[src/rtl/hitgraph_cac_pkg.sv]
// Shared types and sizing helpers for the compare-and-combine pair scheduler.
package hitgraph_cac_pkg;

    localparam int DATA_W_DEFAULT = 32;

    typedef enum logic [1:0] {
        IDLE,
        HOLD,
        FLUSH,
        DONE
    } sched_state_e;

    function automatic int credit_w(input int out_credits);
        return $clog2(out_credits + 1);
    endfunction

endpackage

[src/rtl/cac_credit_counter.sv]
// Credit counter guarding the downstream buffer: clamps at both ends and flags
// a sticky overflow when a return arrives while already full.
module cac_credit_counter
    import hitgraph_cac_pkg::*;
#(
    parameter int MAX_COUNT = 4,
    parameter int W         = credit_w(MAX_COUNT)
) (
    input  logic clk,
    input  logic rst,
    input  logic inc_i,
    input  logic dec_i,
    output logic nonzero_o,
    output logic overflow_o
);

    logic [W-1:0] count_q, count_d;
    logic         overflow_q, overflow_d;
    logic         full, incOk, decOk;

    // A return while full is dropped, even if a consume lands in the same cycle.
    always_comb begin
        full       = (count_q == W'(MAX_COUNT));
        incOk      = inc_i & ~full;
        decOk      = dec_i & (count_q != '0);
        overflow_d = overflow_q | (inc_i & full);
        count_d    = count_q;
        unique case ({incOk, decOk})
            2'b10:   count_d = count_q + W'(1);
            2'b01:   count_d = count_q - W'(1);
            default: count_d = count_q;
        endcase
    end

    always_ff @(posedge clk) begin
        if (rst) begin
            count_q    <= W'(MAX_COUNT);
            overflow_q <= 1'b0;
        end else begin
            count_q    <= count_d;
            overflow_q <= overflow_d;
        end
    end

    assign nonzero_o  = (count_q != '0);
    assign overflow_o = overflow_q;

endmodule

[src/rtl/cac_pair_scheduler.sv]
// Pairs consecutive (dest_vid, update) tuples onto the A/B lanes of one CaC
// instance under a downstream credit limit, then drains and signals partition end.
module cac_pair_scheduler
    import hitgraph_cac_pkg::*;
#(
    parameter int DATA_W       = DATA_W_DEFAULT,
    parameter int PIPE_DEPTH   = 3,
    parameter int OUT_CREDITS  = 4,
    parameter int HOLD_TIMEOUT = 4,
    parameter int CNT_W        = 16
) (
    input  logic              clk,
    input  logic              rst,
    input  logic              in_valid,
    output logic              in_ready,
    input  logic [DATA_W-1:0] in_dest_vid,
    input  logic [DATA_W-1:0] in_update,
    input  logic              in_last,
    output logic              issue_valid_a,
    output logic              issue_valid_b,
    output logic [DATA_W-1:0] issue_dest_vid_a,
    output logic [DATA_W-1:0] issue_dest_vid_b,
    output logic [DATA_W-1:0] issue_update_a,
    output logic [DATA_W-1:0] issue_update_b,
    input  logic              credit_return,
    output logic              partition_done,
    output logic              busy,
    output logic [CNT_W-1:0]  issue_count,
    output logic              credit_err
);

    localparam int TMR_W = $clog2(HOLD_TIMEOUT + 1);
    localparam int DRN_W = $clog2(PIPE_DEPTH + 2);

    sched_state_e      state_q, state_d;
    logic [DATA_W-1:0] holdVid_q, holdVid_d, holdUpd_q, holdUpd_d;
    logic [TMR_W-1:0]  timer_q, timer_d;
    logic [DRN_W-1:0]  drain_q, drain_d;
    logic              vaA_q, vaA_d, vaB_q, vaB_d;
    logic [DATA_W-1:0] vidA_q, vidA_d, vidB_q, vidB_d, updA_q, updA_d, updB_q, updB_d;
    logic [CNT_W-1:0]  issueCount_q;
    logic              creditNz, accept;

    assign in_ready = ~rst & ((state_q == IDLE) | (state_q == HOLD)) & creditNz;
    assign accept   = in_valid & in_ready;

    always_comb begin
        state_d   = state_q;
        holdVid_d = holdVid_q;
        holdUpd_d = holdUpd_q;
        timer_d   = timer_q;
        drain_d   = drain_q;
        vaA_d     = 1'b0;
        vaB_d     = 1'b0;
        vidA_d    = '0;
        vidB_d    = '0;
        updA_d    = '0;
        updB_d    = '0;
        unique case (state_q)
            IDLE: begin
                if (accept && in_last) begin
                    vaA_d   = 1'b1;
                    vidA_d  = in_dest_vid;
                    updA_d  = in_update;
                    drain_d = DRN_W'(PIPE_DEPTH + 1);
                    state_d = FLUSH;
                end else if (accept) begin
                    holdVid_d = in_dest_vid;
                    holdUpd_d = in_update;
                    timer_d   = '0;
                    state_d   = HOLD;
                end
            end
            // A partner arriving wins over an expiring timer in the same cycle.
            HOLD: begin
                if (accept) begin
                    vaA_d   = 1'b1;
                    vidA_d  = holdVid_q;
                    updA_d  = holdUpd_q;
                    vaB_d   = 1'b1;
                    vidB_d  = in_dest_vid;
                    updB_d  = in_update;
                    drain_d = DRN_W'(PIPE_DEPTH + 1);
                    state_d = in_last ? FLUSH : IDLE;
                end else if (timer_q >= TMR_W'(HOLD_TIMEOUT - 1)) begin
                    if (creditNz) begin
                        vaA_d   = 1'b1;
                        vidA_d  = holdVid_q;
                        updA_d  = holdUpd_q;
                        state_d = IDLE;
                    end else begin
                        timer_d = TMR_W'(HOLD_TIMEOUT);
                    end
                end else begin
                    timer_d = timer_q + TMR_W'(1);
                end
            end
            FLUSH: begin
                if (drain_q == '0) state_d = DONE;
                else               drain_d = drain_q - DRN_W'(1);
            end
            DONE:    state_d = IDLE;
            default: state_d = IDLE;
        endcase
    end

    always_ff @(posedge clk) begin
        if (rst) begin
            state_q   <= IDLE;
            holdVid_q <= '0;
            holdUpd_q <= '0;
            timer_q   <= '0;
            drain_q   <= '0;
            vaA_q     <= 1'b0;
            vaB_q     <= 1'b0;
            vidA_q    <= '0;
            vidB_q    <= '0;
            updA_q    <= '0;
            updB_q    <= '0;
        end else begin
            state_q   <= state_d;
            holdVid_q <= holdVid_d;
            holdUpd_q <= holdUpd_d;
            timer_q   <= timer_d;
            drain_q   <= drain_d;
            vaA_q     <= vaA_d;
            vaB_q     <= vaB_d;
            vidA_q    <= vidA_d;
            vidB_q    <= vidB_d;
            updA_q    <= updA_d;
            updB_q    <= updB_d;
        end
    end

    // The count is held through DONE so the partition total is visible alongside the pulse.
    always_ff @(posedge clk) begin
        if (rst || state_q == DONE) begin
            issueCount_q <= '0;
        end else if (vaA_d && issueCount_q != '1) begin
            issueCount_q <= issueCount_q + CNT_W'(1);
        end
    end

    cac_credit_counter #(
        .MAX_COUNT (OUT_CREDITS),
        .W         (credit_w(OUT_CREDITS))
    ) u_credits (
        .clk        (clk),
        .rst        (rst),
        .inc_i      (credit_return),
        .dec_i      (vaA_d),
        .nonzero_o  (creditNz),
        .overflow_o (credit_err)
    );

    assign issue_valid_a    = vaA_q;
    assign issue_valid_b    = vaB_q;
    assign issue_dest_vid_a = vidA_q;
    assign issue_dest_vid_b = vidB_q;
    assign issue_update_a   = updA_q;
    assign issue_update_b   = updB_q;
    assign partition_done   = (state_q == DONE);
    assign busy             = (state_q != IDLE);
    assign issue_count      = issueCount_q;

endmodule

[config.mk]
export PLATFORM = sky130hd
export DESIGN_NAME = cac_pair_scheduler
export DESIGN_NICKNAME = d
export VERILOG_FILES = /design/src/rtl/hitgraph_cac_pkg.sv /design/src/rtl/cac_credit_counter.sv /design/src/rtl/cac_pair_scheduler.sv
export SDC_FILE = /design/constraint.sdc
export NUM_CORES = 1
export LEC_CHECK = 0
export ABC_AREA = 0
export BUFFER_PORTS_ARGS = -buffer_cell sky130_fd_sc_hd__clkbuf_2
export CAP_MARGIN = 20
export CORE_MARGIN = 2
export CORE_UTILIZATION = 51
export CTS_CLUSTER_DIAMETER = 40
export DETAILED_ROUTE_END_ITERATION = 8
export PLACE_DENSITY = 0.86
export SYNTH_ARGS = -nofsm -noshare
export SYNTH_HDL_FRONTEND = slang
export SYNTH_SLANG_ARGS = --single-unit
[constraint.sdc]
create_clock -name clk -period 3.85 [get_ports clk]
set_input_delay 1.155 -clock clk [delete_from_list [all_inputs] [get_ports clk]]
set_output_delay 1.155 -clock clk [all_outputs]
set_load 0.01 [all_outputs]
==> metrics list <==
- The initial utilization of the core area, before any placement, comes to 0.522.
* Worst-case vdd ir drop: 0.000340 V
* Final routed DRC violation total: 0
- I/O Pins: 219
- Clock edge transition at the registers on the reported setup and hold paths: 0.06 ns
- Category of cells accounting for the largest share of critical-path delay: buffers and inverters
- By area, the combinational part of the netlist is dominated by simple AND/OR/NAND/NOR gates.
- Number of detailed-routing iterations run before antenna repair: 5
- Core Rows: 44
- No sink is reached through more buffers than the 3 on the longest clock path.
- Crit path buf inv count: 3
* Clock tree from TritonCTS: done
- Data arrival time of the worst path: 2.04 ns
- Share of the synthesized area in compound gates (AO/OA/AOI/OAI): 0.150
* Final worst path period share: 0.829
- Using the TritonRoute via totals, the vias-per-cell ratio works out to 5.33.
- Half-perimeter wire length after placement: 12000 um
- Post-Syn Instances: 823
- The worst hold path passes through 2 cells.
- For this run, asynchronously set or reset flops after synthesis account for 0.
- Final Hold Viols: 0
- The sequential cells in the finished layout cover a total of 0.00444 mm2.
- Dividing the detail-routed wire length by the instance count gives 15.1 um.
- Post-synthesis instance area: 0.00755 mm2
* Post-Place Cell Area: 0.00881 mm2
* Critical path launch point type: primary input
- The number of pins exceeding their max-slew limit in the final report is 0.
* Req. time, crit path: 2.69 ns
* Post-Place Cells: 1184
- Actual transition at the worst max-transition pin: 0.844 ns
- Input and output buffers added on the ports amount to 218.
- Following the worst setup path forward leads to its endpoint at in_ready.
* Accumulated negative setup slack: 0 ns
- The net count of the finished layout is 1106.
- Buffers inserted to repair hold after CTS numbered 0.
- Power spread over the standard cell area amounts to 563 mW/mm2.
* Die Span X: 126 um
* Multiplexer share of the synthesized area: 0.00132
* Max transition margin: 0.433
- Start-to-end type of the worst setup path: in -> out
* Post-CTS setup buffer count: 0
- The first global-routing pass estimated 30100 um of wire.
- The smallest clock period supported by the final layout is computed as 3.19 ns.
* Utilization after layout: 0.677
- Commonest register cell after synthesis: sky130_fd_sc_hd__dfxtp_1
- Max FO, Critical Path: 23
* Worst reg-to-reg path cell count: 12
* Number of clock buffers inserted by TritonCTS: 28
- In the final layout, the share of cells above drive strength 1 is 0.278.
- The first routing iteration left 566 violations.
- Global placement routability congestion: 0.887
* Clock sink total: 222
* Number of enable-type register cells in the synthesized netlist: 0
* Total congestion overflow after global routing: 0
* Setup slack after layout: 0.658 ns
* Post-Route Skew: 0.0281 ns
- 0 antenna diodes ended up in the layout.
* Post-route ant nets: 0
* Routed wire length: 18600 um
- Ranking of synthesized cells by instance count: sky130_fd_sc_hd__dfxtp_1, sky130_fd_sc_hd__nand2_1, sky130_fd_sc_hd__nor2_1
- Across every metal layer, demand over resource in global routing totals 0.229.
- In this run, synthesis produced a sequential element count of 222.
* First element of the critical path: rst
- The share of synthesized area in the top cell type comes to 0.588.
- Static timing analysis puts the maximum clock frequency at 0.313 GHz.
- Register-to-Register Setup Slack: 1.04 ns
* Cell type of the slowest stage on the worst timing path: sky130_fd_sc_hd__or2_2
- Cell depth of the worst setup path: 5
- The worst register-to-register path begins at timer_q[0].
- After synthesis, the mean cell area works out to 9.18 um2.
* Vias in the first global route: 6056
* Cell chain of the critical path: buf_2, buf_4, or2_2, nor2_1, clkbuf_2
* Cell accounting for the most synthesized area: sky130_fd_sc_hd__dfxtp_1
- Endpoint of the worst register-to-register path: u_credits.count_q[2]
- Number of antenna violations at the first check in global routing: 0
- The run finished with clean final reports.
- Core region area: 0.0145 mm2
- Largest net degree at the start of global routing: 65
- Xor and xnor fraction of the mapped netlist area: 0.00464
- Placement Setup Slack: 0.270 ns
- Final non-filler cell total: 1236
- For this run, the register share of the synthesized area comes to 0.588.
- Total design power: 5.52 mW
- Area growth from synthesis to final layout: 29.7%
* Cell types occupying the most area after synthesis: sky130_fd_sc_hd__dfxtp_1, sky130_fd_sc_hd__nand2_1, sky130_fd_sc_hd__a22oi_1
- Number of gates resized after CTS: 0
- The filler cells instantiated in the layout total 1087.
- Clk_lat worst skew: 0.53 ns
* Final design instance area without fill: 0.00980 mm2
- The tree is rooted in a sky130_fd_sc_hd__clkbuf_16.
- Yosys synthesis warning count: 0
- Crit. End Element: primary output
- Via count: 6594
- In this run the number of H-tree levels came out at 1.
- The largest single stage delay on the critical path is 0.30 ns.
* LEAKAGE: 4.25 nW
- Of the total synthesized cell area, the portion taken by full adders, half adders and majority gates is 0.0126.
- Most repeated cell in the gate-level netlist after synthesis: sky130_fd_sc_hd__dfxtp_1
- In this run the worst hold path is classified as reg -> reg.
- The die covers 0.0158 mm2.
* Synthesized Nets: 899
* Die height: 126 um
* Setup repair after global routing missed its margin: false
- Of the total synthesized cell area, the portion taken by AND, OR, NAND and NOR gates is 0.209.
* Count of distinct cell types in the synthesized netlist: 44
* Fin Hold WS: 0.455 ns
* Final setup violation count: 0
- Multi-input gate area: 0.00287 mm2
* Max-cap check violation count: 0
[power breakdown]
part	total, mW	switching [mW]	internal [mW]
Clock	2.68	1.01	1.67
Sequential	2.42	0.0439	2.38
Combinational	0.423	0.267	0.156
Total	5.52	1.32	4.20
[logic make-up after synthesis]
family	count (synthesis)
flops	222
compound gates	178
fa+ha+maj	7
buf+inv	64
xor+xnor	4
mux	1
simple gates	347
[area by class of cell]
cell class | instances | area share
well taps | 184 | 0.0235
multi-input cells | 537 | 0.293
clock buffers | 33 | 0.0754
clock inverters | 19 | 0.0255
inverters | 9 | 0.00345
flip-flops and latches | 222 | 0.453
repair buffers | 232 | 0.126
[layout by cell type, fill, tap and decap left out, types with 4 or more instances in the layout]
master / Yosys / final
sky130_fd_sc_hd__a21oi_1: 80 / 80
sky130_fd_sc_hd__a22oi_1: 65 / 65
sky130_fd_sc_hd__a31oi_1: 6 / 6
sky130_fd_sc_hd__a41o_1: 5 / 5
sky130_fd_sc_hd__and2_1: 65 / 65
sky130_fd_sc_hd__and3_1: 8 / 6
sky130_fd_sc_hd__buf_4: 1 / 11
sky130_fd_sc_hd__bufinv_16: 0 / 4
sky130_fd_sc_hd__clkbuf_16: 0 / 28
sky130_fd_sc_hd__clkbuf_2: 0 / 217
sky130_fd_sc_hd__clkinv_2: 0 / 5
sky130_fd_sc_hd__dfxtp_1: 222 / 222
sky130_fd_sc_hd__ha_1: 6 / 6
sky130_fd_sc_hd__inv_1: 9 / 9
sky130_fd_sc_hd__nand2_1: 143 / 142
sky130_fd_sc_hd__nand3_1: 8 / 8
sky130_fd_sc_hd__nor2_1: 93 / 92
sky130_fd_sc_hd__nor3_1: 4 / 4
sky130_fd_sc_hd__o21ai_0: 10 / 10
sky130_fd_sc_hd__or3_1: 5 / 5
[state kept, by name (all words and copies together) (netlist names)]
signal                cells
u_credits.overflow_o      1
u_credits.count_q         3
state_q                   2
issue_valid_b             1
issue_update_b           32
drain_q                   3
issue_dest_vid_b         32
issue_count              16
timer_q                   3
holdUpd_q                32
issue_valid_a             1
issue_dest_vid_a         32
holdVid_q                32
issue_update_a           32
[tightest hold or removal path: stages, from the launching register on]
cell and delay, ns:
sky130_fd_sc_hd__dfxtp_1 0.31, sky130_fd_sc_hd__nand2_1 0.05, sky130_fd_sc_hd__a21oi_1 0.05
[routing by layer]
metal / share of wire / GRT usage
met2: 0.50 / 0.405
met5: 0 / 0
met3: 0.065 / 0.0472
met1: 0.40 / 0.275
met4: 0.036 / 0.0895
[worst min path at each step]
| stage | to | startpoint | slack, ns |
|---|---|---|---|
| 6_report | holdUpd_q[24] | holdUpd_q[24] | 0.45 |
| 5_1_grt | holdVid_q[26] | holdVid_q[26] | 0.47 |
| 4_1_cts | holdUpd_q[24] | holdUpd_q[24] | 0.46 |
| 3_5_place_dp | holdVid_q[0] | holdVid_q[0] | 0.45 |
| 3_3_place_gp | holdVid_q[24] | holdVid_q[24] | 0.44 |
| 2_1_floorplan | holdUpd_q[0] | holdUpd_q[0] | 0.44 |
Note: power is estimated with default switching activity, not from simulation.
